$ cat src/rtl/sprite_pkg.sv
// Shared definitions for the sprite loader and sprite renderer.
//   ld_state_e : loader state machine states
//   idx_w()    : counter/index width helper, never narrower than 1 bit
package sprite_pkg;

  typedef enum logic [1:0] {
    IDLE,
    LOAD,
    UNPACK,
    WAIT_SWAP
  } ld_state_e;

  localparam int unsigned MIN_IDX_W = 1;

  function automatic int unsigned idx_w(input int unsigned n);
    return (n > 1) ? $clog2(n) : MIN_IDX_W;
  endfunction

endpackage

$ cat src/rtl/sprite_loader_if.sv
// Packed-pixel word stream with a valid/ready handshake.
//   s_valid : source has a word
//   s_ready : sink accepts the word this cycle
//   s_data  : packed pixels, pixel 0 in the LSBs
// master = word source, slave = sprite_loader.
interface sprite_loader_if #(
  parameter int unsigned DW = 16
);
  logic          s_valid;
  logic          s_ready;
  logic [DW-1:0] s_data;

  modport master (output s_valid, output s_data, input s_ready);
  modport slave  (input s_valid, input s_data, output s_ready);
endinterface

$ cat src/rtl/sprite_addr_gen.sv
// Pixel position tracker for the sprite loader.
//   clk, rst_n : clock, synchronous active-low reset
//   clr        : restart at row 0, col 0 (load accepted)
//   adv        : one pixel was written this cycle
//   flip       : horizontal mirror for the current load
//   idx        : pixel index within a bank, row*WIDTH + (mirrored) col
//   last_pix   : current position is the final pixel of the sprite
module sprite_addr_gen
  import sprite_pkg::*;
#(
  parameter int unsigned WIDTH  = 8,
  parameter int unsigned HEIGHT = 8,
  parameter int unsigned ADDRW  = $clog2(WIDTH * HEIGHT)
) (
  input  logic             clk,
  input  logic             rst_n,
  input  logic             clr,
  input  logic             adv,
  input  logic             flip,
  output logic [ADDRW-1:0] idx,
  output logic             last_pix
);

  localparam int unsigned CW = idx_w(WIDTH);
  localparam int unsigned RW = idx_w(HEIGHT);

  logic [CW-1:0]    col_q;
  logic [RW-1:0]    row_q;
  logic [ADDRW-1:0] col_m;

  always_ff @(posedge clk) begin
    if (!rst_n) begin
      col_q <= '0;
      row_q <= '0;
    end else if (clr) begin
      col_q <= '0;
      row_q <= '0;
    end else if (adv) begin
      if (col_q == CW'(WIDTH - 1)) begin
        col_q <= '0;
        row_q <= row_q + RW'(1);
      end else begin
        col_q <= col_q + CW'(1);
      end
    end
  end

  always_comb begin
    col_m    = flip ? (ADDRW'(WIDTH - 1) - ADDRW'(col_q)) : ADDRW'(col_q);
    idx      = ADDRW'(row_q) * ADDRW'(WIDTH) + col_m;
    last_pix = (row_q == RW'(HEIGHT - 1)) && (col_q == CW'(WIDTH - 1));
  end

endmodule

$ cat src/rtl/sprite_loader.sv
// Writer side of a double-banked sprite graphic RAM.
// Takes packed pixel words, unpacks one pixel per cycle into the bank the
// renderer is not reading, and swaps banks on a frame pulse once the whole
// sprite has been written.
//   clk, rst_n : clock, synchronous active-low reset
//   frame      : start-of-frame pulse; swaps banks when a load is complete
//   start      : begin a load (only honoured when idle)
//   flip       : horizontal mirror, captured with start
//   s_if       : packed pixel word stream (slave side)
//   wr_en      : RAM write strobe
//   wr_addr    : {bank, pixel index}
//   wr_data    : pixel value
//   rd_bank    : bank the renderer reads
//   busy       : load in progress or awaiting swap
//   done       : one-cycle pulse after a bank swap
module sprite_loader
  import sprite_pkg::*;
#(
  parameter int unsigned WIDTH        = 8,
  parameter int unsigned HEIGHT       = 8,
  parameter int unsigned COLR_BITS    = 4,
  parameter int unsigned PIX_PER_WORD = 4,
  parameter int unsigned ADDRW        = $clog2(WIDTH * HEIGHT)
) (
  input  logic                 clk,
  input  logic                 rst_n,
  input  logic                 frame,
  input  logic                 start,
  input  logic                 flip,
  sprite_loader_if.slave       s_if,
  output logic                 wr_en,
  output logic [ADDRW:0]       wr_addr,
  output logic [COLR_BITS-1:0] wr_data,
  output logic                 rd_bank,
  output logic                 busy,
  output logic                 done
);

  localparam int unsigned DW = PIX_PER_WORD * COLR_BITS;
  localparam int unsigned KW = idx_w(PIX_PER_WORD);

  if ((WIDTH * HEIGHT) % PIX_PER_WORD != 0) begin : g_bad_geom
    $error("sprite_loader: WIDTH*HEIGHT must be a multiple of PIX_PER_WORD");
  end

  ld_state_e        state_q, state_d;
  logic [DW-1:0]    sh_q;
  logic [KW-1:0]    k_q;
  logic             flip_q;
  logic             rd_bank_q;
  logic             done_q;
  logic [ADDRW-1:0] idx;
  logic             last_pix;

  sprite_addr_gen #(
    .WIDTH  (WIDTH),
    .HEIGHT (HEIGHT),
    .ADDRW  (ADDRW)
  ) u_addr (
    .clk      (clk),
    .rst_n    (rst_n),
    .clr      ((state_q == IDLE) && start),
    .adv      (state_q == UNPACK),
    .flip     (flip_q),
    .idx      (idx),
    .last_pix (last_pix)
  );

  always_comb begin
    state_d       = state_q;
    s_if.s_ready  = 1'b0;
    wr_en         = 1'b0;
    case (state_q)
      IDLE:      if (start) state_d = LOAD;
      LOAD: begin
        s_if.s_ready = 1'b1;
        if (s_if.s_valid) state_d = UNPACK;
      end
      UNPACK: begin
        wr_en = 1'b1;
        // Word count divides the sprite, so the last pixel is always a last lane.
        if (k_q == KW'(PIX_PER_WORD - 1)) state_d = last_pix ? WAIT_SWAP : LOAD;
      end
      WAIT_SWAP: if (frame) state_d = IDLE;
      default:   state_d = IDLE;
    endcase
  end

  always_ff @(posedge clk) begin
    if (!rst_n) begin
      state_q   <= IDLE;
      sh_q      <= '0;
      k_q       <= '0;
      flip_q    <= 1'b0;
      rd_bank_q <= 1'b0;
      done_q    <= 1'b0;
    end else begin
      state_q <= state_d;
      done_q  <= 1'b0;
      case (state_q)
        IDLE: if (start) flip_q <= flip;
        LOAD: if (s_if.s_valid) begin
          sh_q <= s_if.s_data;
          k_q  <= '0;
        end
        UNPACK: begin
          sh_q <= sh_q >> COLR_BITS;
          k_q  <= k_q + KW'(1);
        end
        WAIT_SWAP: if (frame) begin
          rd_bank_q <= ~rd_bank_q;
          done_q    <= 1'b1;
        end
        default: ;
      endcase
    end
  end

  assign wr_addr = {~rd_bank_q, idx};
  assign wr_data = sh_q[COLR_BITS-1:0];
  assign rd_bank = rd_bank_q;
  assign busy    = (state_q != IDLE);
  assign done    = done_q;

endmodule

$ cat src/flat_wrapper.sv
// flat-port wrapper written by rule: the top's interface ports become plain ports
module sprite_loader_flat import sprite_pkg::*;
#(
  parameter int unsigned WIDTH        = 8,
  parameter int unsigned HEIGHT       = 8,
  parameter int unsigned COLR_BITS    = 4,
  parameter int unsigned PIX_PER_WORD = 4,
  parameter int unsigned ADDRW        = $clog2(WIDTH * HEIGHT)
)
  (clk, rst_n, frame, start, flip, wr_en, wr_addr, wr_data, rd_bank, busy, done, s_if_s_valid, s_if_s_data, s_if_s_ready);
  sprite_loader_if #(.DW(((4) * (4)))) s_if_i ();
  input  logic clk;
  input  logic rst_n;
  input  logic frame;
  input  logic start;
  input  logic flip;
  output logic wr_en;
  output logic [ADDRW:0] wr_addr;
  output logic [COLR_BITS-1:0] wr_data;
  output logic rd_bank;
  output logic busy;
  output logic done;
  input wire logic [$bits(s_if_i.s_valid)-1:0] s_if_s_valid;
  input wire logic [$bits(s_if_i.s_data)-1:0] s_if_s_data;
  output wire logic [$bits(s_if_i.s_ready)-1:0] s_if_s_ready;
  assign s_if_i.s_valid = s_if_s_valid;
  assign s_if_i.s_data = s_if_s_data;
  assign s_if_s_ready = s_if_i.s_ready;
  sprite_loader #(.WIDTH(WIDTH), .HEIGHT(HEIGHT), .COLR_BITS(COLR_BITS), .PIX_PER_WORD(PIX_PER_WORD), .ADDRW(ADDRW)) u_core (.clk(clk), .rst_n(rst_n), .frame(frame), .start(start), .flip(flip), .s_if(s_if_i), .wr_en(wr_en), .wr_addr(wr_addr), .wr_data(wr_data), .rd_bank(rd_bank), .busy(busy), .done(done));
endmodule
$ cat config.mk
export PLATFORM = sky130hd
export DESIGN_NAME = sprite_loader_flat
export DESIGN_NICKNAME = d
export VERILOG_FILES = /design/src/rtl/sprite_pkg.sv /design/src/rtl/sprite_loader_if.sv /design/src/rtl/sprite_addr_gen.sv /design/src/rtl/sprite_loader.sv /design/src/flat_wrapper.sv
export SDC_FILE = /design/constraint.sdc
export NUM_CORES = 1
export LEC_CHECK = 0
export ABC_AREA = 1
export BUFFER_PORTS_ARGS = -buffer_cell sky130_fd_sc_hd__buf_4
export CORE_MARGIN = 10
export CORE_UTILIZATION = 56
export CTS_CLUSTER_SIZE = 20
export DETAILED_ROUTE_END_ITERATION = 6
export MAX_ROUTING_LAYER = met4
export PLACE_DENSITY = 0.81
export SLEW_MARGIN = 25
export SYNTH_ARGS = -nofsm -noshare
export SYNTH_HDL_FRONTEND = slang
export SYNTH_SLANG_ARGS = --single-unit
$ cat constraint.sdc
create_clock -name clk -period 3.7 [get_ports clk]
set_clock_uncertainty 0.2 [all_clocks]
set_input_delay 0.185 -clock clk [delete_from_list [all_inputs] [get_ports clk]]
set_output_delay 0.185 -clock clk [all_outputs]
set_load 0.02 [all_outputs]
Word level (Yosys, flattened, before mapping):

Cells that the tools add are included.

* equal/unequal tests: 10
* $add $sub $neg: 5
* div/mod/pow operators: 0
* reduce and logical (&&, ||, !) cells: 12
* magnitude comparators: 0
* bitwise logic cells: 2
* mux-type cells: 15
* multipliers: 0
* shift-type cells: 0

Operators with widths (number)
* $pmux 16 s2: 1
* $mux 16: 1
* $mux 2: 6
* $reduce_and 2->1: 5
* $pmux 2 s4: 1
* $add 3x1->3 const B: 2
* $add 6x6->6: 1
* $eq 2x2->1 const B: 3
* $eq 3x3->1 const B: 2
* $mux 6: 1
* $ne 2x2->1 const B: 3
* $pmux 2 s2: 1
* $reduce_and 4->1: 1
* $reduce_bool 2->1: 2
* $sub 3x3->4 const A: 1
* $mux 1: 3
* $mux 3: 1
* $add 2x1->2 const B: 1
* $eq 2x1->1 const B: 1
* $logic_and 1x1->1: 2
* $logic_not 2->1: 1
* $ne 2x1->1 const B: 1
* $not 1->1: 2
* $reduce_or 2->1: 1

* latch bits: 0
* memories: 0
* bits of input ports: 22
* logic and storage cells: 52
* memory bits (writable): 0
* output and inout port bits: 16
* flip-flop bits (word level): 29
* bits in read-only memories: 0

Depth between registers and ports, before layout:

* depth after elaboration: 5
* mapped depth: 9
* mapped depth without buffers: 8

Modules after synthesis:

Synthesis repeated with hierarchy kept, for this count alone.

* cells, all modules: 210
* area, all modules: 1446.4 um^2

Modules (own cells, without submodules)
* sprite_loader: sequential area each 460.4 um^2, instances 1, area each 1106.1 um^2, cells an instance 164
* sprite_addr_gen: sequential area each 120.1 um^2, instances 1, area each 340.3 um^2, cells an instance 46

Least setup slack after synthesis:

Ideal clock, no wire load.

* path type: reg2reg
* from: register u_core.state_q[0]
* to: register u_core.sh_q[0]
* buffers on the path: 1
* period minus slack after synthesis: 1479 ps
* setup slack: 2221 ps
* stages on the path, launching flop included: 9
* required time: 3384 ps
* library setup time: 116 ps
* arrival time: 1163 ps
* path through: dfxtp_1 -> inv_2 -> nor2_4 -> nand2_4 -> nand2_4 -> inv_4 -> buf_8 -> nor2_1 -> nor2_1

* longest elaborated chain between the ends: 3
* elaborated cells between the ends (all ways): 6
* classes of those cells: eq/ne (3); mux (1); reduce/logical (2)

RTL lines
* start: declaration: line sprite_loader.sv:46 `ld_state_e state_q, state_d;`
* start signal: assignment: line sprite_loader.sv:98 `state_q <= state_d;`
* $eq 2x1->1 / $eq 2x2->1 (equally long branches): line sprite_loader.sv:100 `case (state_q)`
* $ne 2x2->1 (no source line) / $reduce_bool 2->1 (equally long branches)
* $reduce_and 2->1 (no source line)
* end signal: assignment: line sprite_loader.sv:103 `sh_q <= s_if.s_data;`
* end signal: assignment: line sprite_loader.sv:107 `sh_q <= sh_q >> COLR_BITS;`
* end: declaration: line sprite_loader.sv:47 `logic [DW-1:0] sh_q;`

Several ways; a longest one is shown, not always the timed one.
A chain may end at the register's enable or synchronous reset.

Worst setup path in the final report:

* from: register u_core.state_q[1]
* to: register u_core.sh_q[3]

The elaborated chain is that of the path after synthesis.

==> run summary <==
PLACEMENT
--------------------------------------------------------------------------------
Post-Place Cell Area                                                0.001675 sq mm
Final weighted congestion in routability-driven placement                 0.8112
IO buf count                                                                  37
HPWL Detailed                                                           2.474 mm
Number of placed instances with taps included                                260

CLOCK NETWORK
--------------------------------------------------------------------------------
Root Buffer                                                         sky130_fd_sc_hd__clkbuf_4
Number of H-tree levels                                                        2
Number of buffers created by CTS                                               5
Worst skew pair latency                                                  0.35 ns
Clock net sink count                                                          29
Worst-case clock buffer depth                                                  2
Clock tree from TritonCTS                                                  built
Buffers inserted by post-CTS timing repair                                     0
Resize count post-CTS                                                          0
Clock transition at the registers of the reported paths                  0.10 ns

POWER
--------------------------------------------------------------------------------
Leakage power summed over all cells                                    0.9729 nW
Peak supply drop                                                       0.5001 mV
Total power of the final layout                                         1.202 mW
Total power per unit cell area                                      619.2 mW/mm^2

GLOBAL ROUTE
--------------------------------------------------------------------------------
Overall global routing resource usage                                     0.1592
Maximum number of pins on one net before global-route repair                  21
Grt ovf                                                                        0
Number of antenna violations at the first check in global routing              0
Wire length of the first global-routing pass                            6.444 mm
Vias in the first global route                                              1388

FINAL LAYOUT
--------------------------------------------------------------------------------
Antenna cell count                                                             0
Final standard cell utilization of the core                               0.7833
Number of non-filler instances in the completed layout                       288
Count of nets after finishing                                                285
Final design area excluding fillers                                 0.001941 sq mm
Number of filler instances in the final layout                               201
Synth-to-layout area growth                                               32.34%
Multi-input gate area                                                718.2 sq um
Seq. cell area                                                       580.6 sq um
Share of cells above drive strength 1                                     0.2171

ROUTING
--------------------------------------------------------------------------------
Number of design rule violations left after detail routing                     0
Drt first pass iters                                                           4
Vias per cell                                                              4.979
Iteration-0 DRC count of the detailed router                                  88
Post-detailed-routing wire length                                       3.799 mm
Antenna violation net count after detailed routing                             0
WL per Instance                                                         13.19 um
Via total after detailed routing                                            1434

YOSYS
--------------------------------------------------------------------------------
Top cell types by occurrence after synthesis                        59 x sky130_fd_sc_hd__nand2_1, 35 x sky130_fd_sc_hd__nor2_1, 29 x sky130_fd_sc_hd__dfxtp_1, 12 x sky130_fd_sc_hd__inv_1, 12 x sky130_fd_sc_hd__o21ai_0
Async set or reset register ratio after synthesis                              0
Sequential-to-total area share from yosys stat                            0.3959
Number of storage elements in the synthesis netlist                           29
Top_reg_cell synth                                                  sky130_fd_sc_hd__dfxtp_1
Library cell with the highest instance count after synthesis        sky130_fd_sc_hd__nand2_1
Cell area after synthesis                                           0.001466 sq mm
Post-Synthesis Mean Instance Area                                    7.153 sq um
Count of different cell masters after synthesis                               22
Cells taking the most area after synthesis                          sky130_fd_sc_hd__dfxtp_1 40%, sky130_fd_sc_hd__nand2_1 15%, sky130_fd_sc_hd__nor2_1 9.0%
Synth Net Count                                                              232
Largest area contributor in the synthesized netlist                 sky130_fd_sc_hd__dfxtp_1
Number of enable-type register cells in the synthesized netlist                0
Yosys warning total                                                            0
Syn Inst Count                                                               205
Yosys top cell area share                                                 0.3959

STA
--------------------------------------------------------------------------------
Top achievable clock speed                                             462.7 MHz
Slew at the pin closest to its max-slew limit                          0.3924 ns
Worst max-slew margin expressed relative to the limit                     0.7380
RSZ-0062 raised after global routing                                          no
Final Max Tran Viols                                                           0
Setup violators final                                                          0
Period minus WS final                                                   2.161 ns
Setup TNS                                                                   0 ns
Final period utilization                                                  0.5841
Final hold violations                                                          0

SETUP PATH
--------------------------------------------------------------------------------
Element type at the critical path end                                   register
Critical Setup Path Class                                           register to register
Critical path's largest stage delay                                      0.56 ns
Startpoint class of the critical path                                   register
Data required time at the worst endpoint                                 3.74 ns
Critical Path Slowest Stage Cell                                    sky130_fd_sc_hd__dfxtp_1
Crit path DAT                                                            2.20 ns
Critical path, cell by cell                                         nand2_4, nand2_4, inv_4, nor2_1, nor2_1, dlygate4sd3_1
Critical Path Fanout Max                                                      20

FLOORPLAN
--------------------------------------------------------------------------------
Core Region                                                         0.002477 sq mm
Count of boundary I/O pins                                                    38
Die X                                                                   71.17 um
Die Footprint                                                       0.005065 sq mm
Die Height                                                              71.17 um
Standard-cell rows                                                            18
Starting density of the core                                              0.5919

OUTCOME
--------------------------------------------------------------------------------
Outcome                                                             complete, no violations

WORST HOLD PATH
--------------------------------------------------------------------------------
Worst min-delay path category                                       input pin to register

JOB
--------------------------------------------------------------------------------
Maximum capacitance violations                                                 0

## cell usage in the layout (no fill, tap or decap)
master and instances:
sky130_fd_sc_hd__o21ai_0 12, sky130_fd_sc_hd__nand2_1 59, sky130_fd_sc_hd__inv_4 2, sky130_fd_sc_hd__nand3_1 8, sky130_fd_sc_hd__clkbuf_8 1, sky130_fd_sc_hd__buf_4 37, sky130_fd_sc_hd__nor2_2 5, sky130_fd_sc_hd__nor2_4 1
sky130_fd_sc_hd__inv_2 1, sky130_fd_sc_hd__nor2_1 35, sky130_fd_sc_hd__nor3_2 1, sky130_fd_sc_hd__nand2_4 3, sky130_fd_sc_hd__dfxtp_1 29, sky130_fd_sc_hd__dlygate4sd3_1 21, sky130_fd_sc_hd__clkbuf_1 1, sky130_fd_sc_hd__o211a_1 1
sky130_fd_sc_hd__inv_1 12, sky130_fd_sc_hd__a21oi_1 10, sky130_fd_sc_hd__ha_1 5, sky130_fd_sc_hd__clkbuf_4 5, sky130_fd_sc_hd__xor2_1 3, sky130_fd_sc_hd__o21ai_1 6
## power by group
part	switching (mW)	internal (mW)
Combinational	0.325	0.206
Sequential	0.0664	0.402
Clock	0.112	0.0895
Total	0.503	0.698
## stage by stage
step	hold WS (ns)	setup WS (ns)
5_1_grt	0.007367	1.364
4_1_cts	0.003233	1.577
2_1_floorplan	0.1199	2.221
6_report	0.003497	1.539
3_5_place_dp	0.2195	2.110
3_3_place_gp	0.2114	2.174
## final timing paths
kind / start / endpoint / slack, ns / cells after the start
max: u_core.state_q[1] / u_core.sh_q[3] / 1.54 / 6
min: s_if_s_data[2] / u_core.sh_q[2] / 0.003 / 5
max reg2reg: u_core.state_q[1] / u_core.sh_q[3] / 1.54 / 6
min reg2reg: u_core.sh_q[13] / u_core.sh_q[13] / 0.28 / 2
## logic make-up (layout without fill, tap and decap cells)
logic type / after synthesis / in the layout / share of synthesized area
AOI/OAI and AO/OA: 29 / 29 / 0.1024
xor gates and xnor gates: 3 / 3 / 0.01792
adders and majority gates: 5 / 5 / 0.04266
buffers and inverters: 27 / 80 / 0.1143
DFF: 29 / 29 / 0.3959
and+or+nand+nor: 112 / 112 / 0.3268
## metal layers
metal  wire length [um]  global-route usage  part of all wire
met5                  0                   -                 0
met4                102             0.07312             0.027
met3                238             0.05858             0.063
met2               1833              0.2520              0.48
met1               1624              0.1736              0.43
## sequential cells by signal (all words and copies together) (netlist names)
signal / flops
u_core.u_addr.col_q: 3
u_core.rd_bank: 1
u_core.done: 1
u_core.k_q: 2
u_core.state_q: 2
u_core.sh_q: 16
u_core.u_addr.row_q: 3
u_core.flip_q: 1
## worst max-delay path: cells and delay by family, from the launching register on
family	cells	cell delay [ns]
buffers and inverters	2	0.68
and+or+nand+nor	4	0.62
DFF	1	0.56
## area by class of cell
class,count,share of cell area
well taps,30,0.01934
flip-flops and latches,29,0.2992
inverters,15,0.03159
repair buffers,58,0.2515
clock buffers,7,0.02837
multi-input cells,149,0.3701
## what timing repair did
action	CTS	global route
hold buffers	21	0
setup endpoints to repair	0	0
hold endpoints to repair	16	0
Note: power is estimated with default switching activity, not from simulation.
